[src/rtl/reg_write_arbiter_pkg.sv]
// Shared constants for the register-bank write path: default widths,
// requester index assignments and the grant-ID width helper.
package proc_pkg;

    localparam int REG_DATA_W  = 8;
    localparam int REG_ADDR_W  = 3;
    localparam int NUM_REQ_DEF = 4;

    // Fixed requester slots on the write port
    localparam int REQ_ALU  = 0;
    localparam int REQ_LOAD = 1;
    localparam int REQ_IMM  = 2;
    localparam int REQ_DBG  = 3;

    // Width of a requester index; never narrower than one bit
    function automatic int id_width(input int n);
        return (n > 1) ? $clog2(n) : 1;
    endfunction

    localparam int REQ_ID_W = id_width(NUM_REQ_DEF);

endpackage

[src/rtl/reg_write_arbiter_if.sv]
// Requester-side request bus and register-bank write port of the arbiter.
interface reg_write_arbiter_if
    import proc_pkg::*;
#(
    parameter int NUM_REQ = NUM_REQ_DEF,
    parameter int DATA_W  = REG_DATA_W,
    parameter int ADDR_W  = REG_ADDR_W
);
    localparam int ID_W = id_width(NUM_REQ);

    logic                        arb_en;
    logic [NUM_REQ-1:0]          req;
    logic [NUM_REQ*ADDR_W-1:0]   req_addr;
    logic [NUM_REQ*DATA_W-1:0]   req_data;
    logic [NUM_REQ-1:0]          gnt;
    logic [ID_W-1:0]             gnt_id;
    logic                        wr_en;
    logic [ADDR_W-1:0]           wr_addr;
    logic [DATA_W-1:0]           wr_data;

    // Requesters (and the bank) see the arbiter from this side
    modport master (
        output arb_en, req, req_addr, req_data,
        input  gnt, gnt_id, wr_en, wr_addr, wr_data
    );

    // The arbiter itself
    modport slave (
        input  arb_en, req, req_addr, req_data,
        output gnt, gnt_id, wr_en, wr_addr, wr_data
    );

endinterface

[src/rtl/reg_write_arbiter_rr_priority_pick.sv]
// Round-robin pick: rotate the request vector so rr_ptr sits at bit 0,
// take the lowest set bit, then rotate the index back.
module rr_priority_pick
    import proc_pkg::*;
#(
    parameter int NUM_REQ = NUM_REQ_DEF,
    parameter int ID_W    = id_width(NUM_REQ)
) (
    input  logic [NUM_REQ-1:0] req_eff,
    input  logic [ID_W-1:0]    rr_ptr,
    output logic [ID_W-1:0]    winner,
    output logic               valid
);

    logic [NUM_REQ-1:0] req_rot;
    logic [ID_W-1:0]    pick_rot;

    // Rotate requests so the highest-priority slot lands at bit 0
    always_comb begin
        req_rot = '0;
        for (int i = 0; i < NUM_REQ; i++) begin
            req_rot[i] = req_eff[(i + int'(rr_ptr)) % NUM_REQ];
        end
    end

    // Lowest set bit of the rotated vector wins
    always_comb begin
        pick_rot = '0;
        valid    = 1'b0;
        for (int i = NUM_REQ - 1; i >= 0; i--) begin
            if (req_rot[i]) begin
                pick_rot = ID_W'(i);
                valid    = 1'b1;
            end
        end
    end

    // Undo the rotation to get the absolute requester index
    always_comb begin
        winner = ID_W'((int'(pick_rot) + int'(rr_ptr)) % NUM_REQ);
    end

endmodule

[src/rtl/reg_write_arbiter.sv]
// Round-robin arbiter for the single register-bank write port. All outputs
// are registered so each granted write is a clean one-cycle strobe.
module reg_write_arbiter
    import proc_pkg::*;
#(
    parameter int NUM_REQ = NUM_REQ_DEF,
    parameter int DATA_W  = REG_DATA_W,
    parameter int ADDR_W  = REG_ADDR_W
) (
    input  logic                clk,
    input  logic                async_reset,
    reg_write_arbiter_if.slave  bus
);

    localparam int ID_W = id_width(NUM_REQ);

    logic [NUM_REQ-1:0] gnt_q,     gnt_d;
    logic [ID_W-1:0]    gnt_id_q,  gnt_id_d;
    logic               wr_en_q,   wr_en_d;
    logic [ADDR_W-1:0]  wr_addr_q, wr_addr_d;
    logic [DATA_W-1:0]  wr_data_q, wr_data_d;
    logic [ID_W-1:0]    rr_ptr_q,  rr_ptr_d;

    logic [NUM_REQ-1:0] req_eff;
    logic [ID_W-1:0]    winner;
    logic               winner_vld;

    // A requester holding a grant this cycle cannot win the next edge
    assign req_eff = bus.req & ~gnt_q;

    rr_priority_pick #(
        .NUM_REQ (NUM_REQ),
        .ID_W    (ID_W)
    ) u_pick (
        .req_eff (req_eff),
        .rr_ptr  (rr_ptr_q),
        .winner  (winner),
        .valid   (winner_vld)
    );

    // Next grant, captured write and pointer advance; idle edges hold id/addr/data/pointer
    always_comb begin
        gnt_d     = '0;
        wr_en_d   = 1'b0;
        gnt_id_d  = gnt_id_q;
        wr_addr_d = wr_addr_q;
        wr_data_d = wr_data_q;
        rr_ptr_d  = rr_ptr_q;
        if (bus.arb_en && winner_vld) begin
            gnt_d     = NUM_REQ'(1) << winner;
            wr_en_d   = 1'b1;
            gnt_id_d  = winner;
            wr_addr_d = bus.req_addr[int'(winner)*ADDR_W +: ADDR_W];
            wr_data_d = bus.req_data[int'(winner)*DATA_W +: DATA_W];
            rr_ptr_d  = (winner == ID_W'(NUM_REQ - 1)) ? '0 : winner + ID_W'(1);
        end
    end

    // Output and pointer registers; reset drops any in-flight strobe at once
    always_ff @(posedge clk or negedge async_reset) begin
        if (!async_reset) begin
            gnt_q     <= '0;
            gnt_id_q  <= '0;
            wr_en_q   <= 1'b0;
            wr_addr_q <= '0;
            wr_data_q <= '0;
            rr_ptr_q  <= '0;
        end else begin
            gnt_q     <= gnt_d;
            gnt_id_q  <= gnt_id_d;
            wr_en_q   <= wr_en_d;
            wr_addr_q <= wr_addr_d;
            wr_data_q <= wr_data_d;
            rr_ptr_q  <= rr_ptr_d;
        end
    end

    assign bus.gnt     = gnt_q;
    assign bus.gnt_id  = gnt_id_q;
    assign bus.wr_en   = wr_en_q;
    assign bus.wr_addr = wr_addr_q;
    assign bus.wr_data = wr_data_q;

endmodule

[src/flat_wrapper.sv]
// flat-port wrapper written by rule: the top's interface ports become plain ports
module reg_write_arbiter_flat import proc_pkg::*;
#(
    parameter int NUM_REQ = NUM_REQ_DEF,
    parameter int DATA_W  = REG_DATA_W,
    parameter int ADDR_W  = REG_ADDR_W
)
  (clk, async_reset, bus_arb_en, bus_req, bus_req_addr, bus_req_data, bus_gnt, bus_gnt_id, bus_wr_en, bus_wr_addr, bus_wr_data);
  reg_write_arbiter_if #(.NUM_REQ(NUM_REQ), .DATA_W(DATA_W), .ADDR_W(ADDR_W)) bus_i ();
  input  logic clk;
  input  logic async_reset;
  input wire logic [$bits(bus_i.arb_en)-1:0] bus_arb_en;
  input wire logic [$bits(bus_i.req)-1:0] bus_req;
  input wire logic [$bits(bus_i.req_addr)-1:0] bus_req_addr;
  input wire logic [$bits(bus_i.req_data)-1:0] bus_req_data;
  output wire logic [$bits(bus_i.gnt)-1:0] bus_gnt;
  output wire logic [$bits(bus_i.gnt_id)-1:0] bus_gnt_id;
  output wire logic [$bits(bus_i.wr_en)-1:0] bus_wr_en;
  output wire logic [$bits(bus_i.wr_addr)-1:0] bus_wr_addr;
  output wire logic [$bits(bus_i.wr_data)-1:0] bus_wr_data;
  assign bus_i.arb_en = bus_arb_en;
  assign bus_i.req = bus_req;
  assign bus_i.req_addr = bus_req_addr;
  assign bus_i.req_data = bus_req_data;
  assign bus_gnt = bus_i.gnt;
  assign bus_gnt_id = bus_i.gnt_id;
  assign bus_wr_en = bus_i.wr_en;
  assign bus_wr_addr = bus_i.wr_addr;
  assign bus_wr_data = bus_i.wr_data;
  reg_write_arbiter #(.NUM_REQ(NUM_REQ), .DATA_W(DATA_W), .ADDR_W(ADDR_W)) u_core (.clk(clk), .async_reset(async_reset), .bus(bus_i));
endmodule
[config.mk]
export PLATFORM = sky130hd
export DESIGN_NAME = reg_write_arbiter_flat
export DESIGN_NICKNAME = d
export VERILOG_FILES = /design/src/rtl/reg_write_arbiter_pkg.sv /design/src/rtl/reg_write_arbiter_if.sv /design/src/rtl/reg_write_arbiter_rr_priority_pick.sv /design/src/rtl/reg_write_arbiter.sv /design/src/flat_wrapper.sv
export SDC_FILE = /design/constraint.sdc
export NUM_CORES = 1
export LEC_CHECK = 0
export ABC_AREA = 1
export ABC_CLOCK_PERIOD_IN_PS = 2400
export BUFFER_PORTS_ARGS = -buffer_cell sky130_fd_sc_hd__buf_2
export CORE_AREA = 2 2 86 47
export CTS_BUF_LIST = sky130_fd_sc_hd__clkbuf_8
export DETAILED_ROUTE_END_ITERATION = 8
export DIE_AREA = 0 0 88 49
export GPL_ROUTABILITY_DRIVEN = 1
export MAX_ROUTING_LAYER = met4
export PLACE_DENSITY = 0.75
export SLEW_MARGIN = 5
export SYNTH_ARGS = -nofsm -noshare
export SYNTH_HDL_FRONTEND = slang
export SYNTH_HIERARCHICAL = 1
export SYNTH_SLANG_ARGS = --single-unit
[constraint.sdc]
create_clock -name clk -period 2.4 [get_ports clk]
set_input_delay 0.48 -clock clk [delete_from_list [all_inputs] [get_ports clk]]
set_output_delay 0.48 -clock clk [all_outputs]
set_load 0.02 [all_outputs]
Yosys cells after proc, flatten, opt, wreduce, memory -nomap -nowiden:

Index checks and enable logic that the tools add are counted.
W data, S select, Z words.

* register bits: 20
* word-level logic and storage cells: 51
* output and inout port bits: 18

* multipliers: 1
* muxes and demuxes: 22
* $lt $le $gt $ge: 4
* $add $sub $neg: 5
* shifts and indexed selects: 3
* reduce and logical (&&, ||, !) cells: 4
* bitwise logic cells: 5
* equal/unequal tests: 1

Operators by type and width (number)
* $shiftx A12 B32 Y3: 1
* $shiftx A32 B6 Y8: 1
* $lt A3 B4 Y1 const B: 3
* $mux W1: 12
* $mux W2: 5
* $bmux W1 S2: 4
* $reduce_or A2 Y1: 3
* $add A2 B2 Y2 const A: 2
* $and A4 B4 Y4: 1
* $mul A2 B2 Y4 const B: 1
* $mux W4: 1
* $not A4 Y4: 1
* $shl A1 B2 Y4 const A: 1
* $and A1 B1 Y1 const A: 3
* $lt A2 B3 Y1 const B: 1
* $add A1 B2 Y2 const A: 1
* $add A2 B1 Y2 const B: 1
* $add A2 B2 Y2: 1
* $eq A2 B2 Y1 const B: 1
* $logic_and A1 B1 Y1: 1

Depth between registers and ports, before layout:

Gate-level depths: netlist of run 1.

* word-level depth: 13
* mapped depth: 19
* gate-level depth less buffers: 19

Cells and area by module:

Netlist of run 1, hierarchy kept.

Modules (own cells, without submodules)
* reg_write_arbiter: area each 1194.9 um2, cells each 184, times used 1
* rr_priority_pick: area each 259.0 um2, cells each 56, times used 1

Worst setup path before layout of run 1:

Ideal clock, no wire load.

* kind: input-to-reg
* from: in bus_req[1]
* to: reg u_core.rr_ptr_q[1]
* data arrival time: 2.186 ns
* library setup time: 0.117 ns
* buffers on the path: 0
* slack: 0.098 ns
* cell stages on the path: 18
* cell sequence: inv_1 -> nor2_1 -> inv_1 -> nand2_1 -> nand2_1 -> nand2_1 -> nand2_1 -> nand3_1 -> a21oi_1 -> ha_1 -> xor2_1 -> inv_1 -> nand3_1 -> nand2_1 -> inv_1 -> ha_1 -> nand2_1 -> nand2_1

* word-level cells in the longest chain between the ends: 11

Ends and longest elaborated chain
* from (decl): RTL line flat_wrapper.sv:13 `input wire logic [$bits(bus_i.req)-1:0] bus_req;`
* $and A4 B4 Y4 (*): RTL line reg_write_arbiter.sv:29 `assign req_eff = bus.req & ~gnt_q;`
* named net u_core.req_eff[1]: RTL line reg_write_arbiter.sv:24 `logic [NUM_REQ-1:0] req_eff;`
* $bmux W1 S2: RTL line reg_write_arbiter_rr_priority_pick.sv:22 `req_rot[i] = req_eff[(i + int'(rr_ptr)) % NUM_REQ];`
* $mux W1 (implied by the code) (2 in series): RTL line reg_write_arbiter_rr_priority_pick.sv:22
* $mux W2 (3 in series): RTL line reg_write_arbiter_rr_priority_pick.sv:31 `if (req_rot[i]) begin`
* $mux W2 (*): RTL line reg_write_arbiter_rr_priority_pick.sv:31
* $add A2 B2 Y2 (*): RTL line reg_write_arbiter_rr_priority_pick.sv:40 `winner = ID_W'((int'(pick_rot) + int'(rr_ptr)) % NUM_REQ);`
* named net u_core.winner[1]: RTL line reg_write_arbiter.sv:25 `logic [ID_W-1:0] winner;`
* $add A2 B1 Y2 or $eq A2 B2 Y1 (tied branches): RTL line reg_write_arbiter.sv:55 `rr_ptr_d = (winner == ID_W'(NUM_REQ - 1)) ? '0 : winner + ID_W'(1);`
* $mux W2 (*): RTL line reg_write_arbiter.sv:55
* to (signal assigned): RTL line reg_write_arbiter.sv:74 `rr_ptr_q <= rr_ptr_d;`
* to (decl): RTL line reg_write_arbiter.sv:22 `logic [ID_W-1:0] rr_ptr_q, rr_ptr_d;`

The timed path passes the listed nets; every way through them passes the cells marked *. The select of a mux whose other input is x is not followed.
A chain may end at the register's enable or synchronous reset.

Worst setup path in the final report of run 1:

* from: reg u_core.rr_ptr_q[0]
* to: reg u_core.rr_ptr_q[0]

* word-level cells in the longest chain between the ends: 11

Ends and longest elaborated chain (RTL line)
* $add A2 B2 Y2: reg_write_arbiter_rr_priority_pick.sv:22
* $bmux W1 S2: reg_write_arbiter_rr_priority_pick.sv:22
* $mux W1 (implied by the code) (2 in series): reg_write_arbiter_rr_priority_pick.sv:22
* $mux W2 (4 in series): reg_write_arbiter_rr_priority_pick.sv:31
* $add A2 B2 Y2 (*): reg_write_arbiter_rr_priority_pick.sv:40
* named net u_core.winner[1]: reg_write_arbiter.sv:25
* $eq A2 B2 Y1 (*): reg_write_arbiter.sv:55
* $mux W2 (*): reg_write_arbiter.sv:55

Marks and branches as above.

==> results of run 1 <==
[worst min path at each step]
stage | startpoint | end | slack (ns) | depth (start not counted)
6_report | async_reset | u_core/bus.gnt_id[0]$_DFFE_PN0P_ | 0.16 | 1
5_1_grt | async_reset | u_core/bus.gnt_id[0]$_DFFE_PN0P_ | 0.20 | 1
4_1_cts | async_reset | u_core/bus.gnt_id[0]$_DFFE_PN0P_ | 0.17 | 1
3_5_place_dp | async_reset | u_core/bus.gnt_id[0]$_DFFE_PN0P_ | 0.45 | 1
3_3_place_gp | async_reset | u_core/bus.gnt_id[0]$_DFFE_PN0P_ | 0.46 | 1
2_1_floorplan | async_reset | u_core/bus.gnt[0]$_DFF_PN0_ | 0.18 | 0
[cell families after synthesis]
group	count (synthesis)	share of synthesized area
buffers and inverters	38	0.1145
adders and majority gates	5	0.04303
DFF	20	0.3442
and+or+nand+nor	173	0.4819
xor gates and xnor gates	1	0.006025
AOI/OAI and AO/OA	3	0.01032
[cell usage in the layout, fill, tap and decap left out]
master    count
clkbuf_8      4
nor2_2        4
inv_1        26
xor2_2        1
dfrtp_1      18
nand3_1      17
inv_4         1
nand2_2       6
ha_1          4
nor2_4        2
ha_2          1
inv_2         4
dfrtp_2       2
nand2_1     135
a21oi_2       1
o21ai_1       1
buf_6         2
nor2_1        7
buf_4        17
nand3_2       2
buf_2        68
o21ai_0       1
[timing repair]
action | 4_1_cts | 5_1_grt
setup buffers | 0 | 5
pin swaps | 0 | 6
endpoints found under the setup margin | 2 | 18
hold buffers | 0 | 0
resized for setup | 1 | 18
[layer usage]
| layer | part of all wire | up-vias | global-route usage |
|---|---|---|---|
| li1 | - | 882 | - |
| met1 | 0.51 | 716 | 0.2713 |
| met2 | 0.43 | 51 | 0.2487 |
| met3 | 0.059 | 2 | 0.03892 |
| met4 | 0.0053 | 0 | 0.03846 |
| met5 | 0 | - | - |
[flip-flops by register name (all words and copies together) (netlist names)]
name / flops
u_core/bus.wr_data: 8
u_core/bus.wr_addr: 3
u_core/bus.wr_en: 1
u_core/bus.gnt: 4
u_core/bus.gnt_id: 2
u_core/rr_ptr_q: 2
[power groups by stage]
stage,registers (uW),logic [uW],clock network (uW)
global route,621,3320,280
CTS,605,2720,266
detailed placement,609,2700,0
floorplan,739,1750,0
global placement,609,2670,0
finish,600,2890,255
[final cells by class]
| cell class | instances | area (sq um) |
|---|---|---|
| Clock buffer | 4 | 55.05 |
| Sequential cell | 20 | 503.0 |
| Timing Repair Buffer | 87 | 490.5 |
| Multi-Input combinational cell | 182 | 823.3 |
| Fill cell | 368 | 1565 |
| Inverter | 31 | 118.9 |
| Tap cell | 54 | 67.56 |
[metrics by stage]
step                power, uW  cells
floorplan                2488    240
global placement         3274    369
detailed placement       3310    369
CTS                      3590    373
global route             4223    378
finish                   3747    378
[worst max-delay path, cell delays in order (launching register included)]
cell     delay [ns]
dfrtp_2        0.44
buf_6          0.14
nand2_1        0.07
nand2_1        0.07
nand2_1        0.05
nand2_1        0.09
nand3_2        0.08
a21oi_2        0.15
ha_2           0.20
xor2_2         0.17
inv_1          0.08
nand3_2        0.08
nand2_2        0.06
buf_4          0.14
ha_1           0.18
inv_2          0.05
nand2_1        0.04
o21ai_1        0.11
[cells in the mapped netlist]
library cell	instances
a21oi_1	1
buf_2	5
buf_6	2
dfrtp_1	20
ha_1	5
inv_1	28
inv_2	2
inv_4	1
nand2_1	137
nand2_2	4
nand3_1	19
nor2_1	10
nor2_2	1
nor2_4	2
o21ai_0	2
xor2_1	1
==> impl_metrics.env, run 1 <==
export IMPL_nets=381
export IMPL_cts_buffer_depth=2
export IMPL_grt_antenna_before_repair=0
export IMPL_io_buffers=68
export IMPL_root_buffer="clkbuf_8"
export IMPL_placed_area_sq_um=1919
export IMPL_slew_violations=0
export IMPL_synth_nets=296
export IMPL_syn_instance_count=240
export IMPL_ir_drop_uv=694.9
export IMPL_htree_levels=1
export IMPL_drtIter0Drc=72
export IMPL_pwr_share_clk=0.068
export IMPL_die_h_um=49
export IMPL_dr_pass1_iters=4
export IMPL_place_congestion=0.7550
export IMPL_cp_end_kind="flop"
export IMPL_core_sq_um=3623
export IMPL_num_vias=1651
export IMPL_worstReg2RegStart="u_core/rr_ptr_q[0]$_DFFE_PN0P_"
export IMPL_worstPathMaxFanout=5
export IMPL_netlist_area_sq_um=1454
export IMPL_syn_avg_cell_area_sq_um=6.058
export IMPL_start_util=0.4012
export IMPL_netSwitchingFraction=0.5156
export IMPL_startpoint="u_core/rr_ptr_q[0]$_DFFE_PN0P_"
export IMPL_synth_area_top_cells="nand2_1 35%, dfrtp_1 34%, inv_1 7.2%"
export IMPL_dieArea_sq_um=4312
export IMPL_place_hpwl_um=2880
export IMPL_cts_buffers=3
export IMPL_p_comb_frac=0.772
export IMPL_final_util=0.5680
export IMPL_hold_ws_ns=0.1556
export IMPL_rr_endpoint="u_core/rr_ptr_q[0]$_DFFE_PN0P_"
export IMPL_reg2reg_slack_ns=0.10
export IMPL_synth_seq_area_share=0.3442
export IMPL_grt_max_degree=21
export IMPL_finish_instance_area_sq_um=2058
export IMPL_cp_endpoint="u_core/rr_ptr_q[0]$_DFFE_PN0P_"
export IMPL_tightest_slew_ns=0.4456
export IMPL_p_per_area_nw_per_um2=1821
export IMPL_drc_errors=0
export IMPL_cts_tree="built"
export IMPL_finClkSkew_ns=0.002071
export IMPL_maxCapViolations=0
export IMPL_io_pins=69
export IMPL_worst_ep_required_time_ns=2.59
export IMPL_core_rowCount=16
export IMPL_internal_power_uw=1815
export IMPL_clk_latency_ns=0.26
export IMPL_synth_top_area_share=0.3537
export IMPL_place_worst_setup_slack_ns=-0.06317
export IMPL_fmax_mhz=435.5
export IMPL_setup_violations=0
export IMPL_grt_overflow_total=0
export IMPL_area_growth_pct=41.57
export IMPL_yosys_register_bits=20
export IMPL_ant_nets=0
export IMPL_path_clk_slew_ns=0.07
export IMPL_finalSetupTns_ns=0
export IMPL_power_leakage_uw=0.001298
export IMPL_crit_type="flop to flop"
export IMPL_totalWireLength_um=3786
export IMPL_finalHoldViolations=0
export IMPL_track_usage=0.1810
export IMPL_yosys_warnings=6
export IMPL_synth_area_leader_cell="nand2_1"
export IMPL_switchingPower_uw=1932
export IMPL_fin_crit_ns=2.296
export IMPL_worst_r2r_cell_count=17
export IMPL_viasPerCell=4.368
export IMPL_antennaDiodeCount=0
export IMPL_hp_class="primary input to async pin"
export IMPL_power_frac_seq=0.160
export IMPL_cp_arrival_ns=2.48
export IMPL_grt_pass1_vias=1356
export IMPL_synthDistinctLibCells=16
export IMPL_outcome="finished, final reports clean"
export IMPL_postLayoutSetupSlackWorst_ns=0.1037
export IMPL_start_kind="flop"
export IMPL_drive_gt1_frac=0.3549
export IMPL_wl_per_cell_um=10.02
export IMPL_slew_headroom=0.7029
export IMPL_min_period_over_period=0.9568
export IMPL_grt_pass1_wl_um=5982
export IMPL_die_x_um=88
export IMPL_cts_num_sinks=20
Note: power is estimated with default switching activity, not from simulation.
==> run 2, diff against run 1 <==
--- a/config.mk
+++ b/config.mk
@@ -8,13 +8,13 @@
 export ABC_AREA = 1
 export ABC_CLOCK_PERIOD_IN_PS = 2400
 export BUFFER_PORTS_ARGS = -buffer_cell sky130_fd_sc_hd__buf_2
-export CORE_AREA = 2 2 86 47
+export CORE_AREA = 2 2 45 88
 export CTS_BUF_LIST = sky130_fd_sc_hd__clkbuf_8
 export DETAILED_ROUTE_END_ITERATION = 8
-export DIE_AREA = 0 0 88 49
+export DIE_AREA = 0 0 47 90
 export GPL_ROUTABILITY_DRIVEN = 1
 export MAX_ROUTING_LAYER = met4
-export PLACE_DENSITY = 0.75
+export PLACE_DENSITY = 0.74
 export SLEW_MARGIN = 5
 export SYNTH_ARGS = -nofsm -noshare
 export SYNTH_HDL_FRONTEND = slang
==> run 2 against run 1 <==
First-iteration DRC count is 83% lower. Clock skew is 0.00098 ns higher. Global-route usage is 1.5 points higher. Critical path depth stayed put. Non-clock buffer count is 2 lower. Setup slack better by 0.050 ns. Routed wire length stayed put.
==> impl_metrics.env, run 2 (same netlist as run 1, synthesis figures left out) <==
export IMPL_wl_per_cell_um=10.20
export IMPL_postLayoutSetupSlackWorst_ns=0.1534
export IMPL_ant_nets=0
export IMPL_viasPerCell=4.488
export IMPL_final_cell_mix="135 x nand2_1, 68 x buf_2, 27 x inv_1, 19 x nand3_1, 18 x dfrtp_1"
export IMPL_totalWireLength_um=3786
export IMPL_cp_end_kind="flop"
export IMPL_cts_tree="built"
export IMPL_cts_buffer_depth=2
export IMPL_grt_use_met2=0.3402
export IMPL_core_rowCount=31
export IMPL_track_usage=0.1955
export IMPL_drive_gt1_frac=0.3354
export IMPL_io_buffers=68
export IMPL_area_growth_pct=39.41
export IMPL_place_congestion=0.9121
export IMPL_grt_max_degree=23
export IMPL_root_buffer="clkbuf_8"
export IMPL_antennaDiodeCount=0
export IMPL_io_pins=69
export IMPL_fmax_mhz=445.1
export IMPL_min_period_over_period=0.9361
export IMPL_num_vias=1665
export IMPL_worst_r2r_cell_count=17
export IMPL_ir_drop_uv=1322
export IMPL_rr_endpoint="u_core/bus.wr_data[2]$_DFFE_PN0P_"
export IMPL_start_util=0.4074
export IMPL_placed_cells=361
export IMPL_cts_num_sinks=20
export IMPL_core_sq_um=3568
export IMPL_finClkSkew_ns=0.003048
export IMPL_mostFrequentLayoutCell="nand2_1"
export IMPL_maxCapViolations=0
export IMPL_nets=379
export IMPL_die_h_um=90
export IMPL_place_worst_setup_slack_ns=-0.09349
export IMPL_worst_ep_required_time_ns=2.59
export IMPL_use_met3=0.02410
export IMPL_setup_violations=0
export IMPL_start_kind="flop"
export IMPL_power_leakage_uw=0.001286
export IMPL_slew_violations=0
export IMPL_largest_reg_flops=8
export IMPL_dr_pass1_iters=4
export IMPL_placed_area_sq_um=1891
export IMPL_grt_pass1_vias=1526
export IMPL_path_clk_slew_ns=0.07
export IMPL_crit_type="flop to flop"
export IMPL_rsz0062_at_grt="true"
export IMPL_worstPathMaxFanout=6
export IMPL_hp_class="primary input to async pin"
export IMPL_cp_arrival_ns=2.44
export IMPL_stdcell_count=371
export IMPL_reg2reg_slack_ns=0.15
export IMPL_grt_overflow_total=0
export IMPL_grt_pass1_wl_um=6147
export IMPL_drc_errors=0
export IMPL_tightest_slew_ns=0.4453
export IMPL_top_usage_layer="met2"
export IMPL_cts_buffers=3
export IMPL_p_per_area_nw_per_um2=1809
export IMPL_hold_ws_ns=0.1619
export IMPL_dieArea_sq_um=4230
export IMPL_htree_levels=1
export IMPL_finish_instance_area_sq_um=2027
export IMPL_die_x_um=47
export IMPL_worstReg2RegStart="u_core/rr_ptr_q[0]$_DFFE_PN0P_"
export IMPL_finalHoldViolations=0
export IMPL_place_hpwl_um=2963
export IMPL_slew_headroom=0.7032
export IMPL_clk_latency_ns=0.26
export IMPL_grt_antenna_before_repair=0
export IMPL_outcome="finished, final reports clean"
export IMPL_fin_crit_ns=2.247
export IMPL_drtIter0Drc=12
export IMPL_final_util=0.5680
export IMPL_use_met1=0.2124
run 2: changes by cell type in the layout (fill, tap and decap cells not counted), sizes merged:
cell / change
buf: -2
run 2: worst max-delay path by stage:
stage / start / end / slack, ns / cells after the start
2_1_floorplan: bus_req[1] / u_core/rr_ptr_q[1]$_DFFE_PN0P_ / 0.1 / 18
3_3_place_gp: bus_req[2] / u_core/rr_ptr_q[1]$_DFFE_PN0P_ / -0.01 / 18
3_5_place_dp: bus_req[1] / u_core/rr_ptr_q[1]$_DFFE_PN0P_ / -0.09 / 19
4_1_cts: u_core/rr_ptr_q[0]$_DFFE_PN0P_ / u_core/rr_ptr_q[1]$_DFFE_PN0P_ / 0.03 / 16
5_1_grt: u_core/rr_ptr_q[0]$_DFFE_PN0P_ / u_core/bus.wr_addr[0]$_DFFE_PN0P_ / -0.04 / 17
6_report: u_core/rr_ptr_q[0]$_DFFE_PN0P_ / u_core/bus.wr_data[2]$_DFFE_PN0P_ / 0.15 / 17
run 2: worst max-delay path, stage by stage, from the launching register on:
cell     delay (ns)
dfrtp_2        0.45
buf_6          0.14
nand2_1        0.07
nand2_1        0.07
nand2_1        0.05
nand2_1        0.09
nand3_1        0.09
a21oi_2        0.13
ha_2           0.20
xor2_2         0.15
inv_1          0.05
nand3_1        0.08
nand2_2        0.09
buf_4          0.16
nor2_4         0.12
buf_4          0.13
nand2_1        0.05
nand3_1        0.06
run 2: what timing repair did:
item,in CTS,in global routing
cloned,0,0
setup buffers,0,6
setup endpoints to repair,4,18
hold endpoints to repair,0,0
resized for setup,1,14
pin swaps,0,2
hold buffers,0,0
run 2: final cells by class:
cell class | instances | area [sq um]
Clock buffer | 4 | 55.05
Fill cell | 395 | 1541
Multi-Input combinational cell | 182 | 813.3
Timing Repair Buffer | 85 | 475.5
Inverter | 31 | 118.9
Tap cell | 49 | 61.31
Sequential cell | 20 | 503.0
run 2: layer usage:
| metal | part of all wire | up-vias |
|---|---|---|
| li1 | - | 873 |
| met1 | 0.37 | 752 |
| met2 | 0.59 | 34 |
| met3 | 0.026 | 6 |
| met4 | 0.016 | 0 |
| met5 | 0 | - |
run 2: metrics by stage:
step / total power, uW / TNS [ns]
after CTS: 3508 / 0
after floorplan: 2488 / 0
after detailed placement: 3237 / -0.5326
after global routing: 4097 / -0.3326
after global placement: 3198 / -0.01049
final: 3667 / 0
run 2: report_power, final:
part / leakage [uW] / internal (uW) / total (uW) / switching (uW)
clock network: 0.0000288 / 146 / 253 / 107
logic: 0.00101 / 1100 / 2800 / 1710
registers: 0.000248 / 503 / 609 / 106
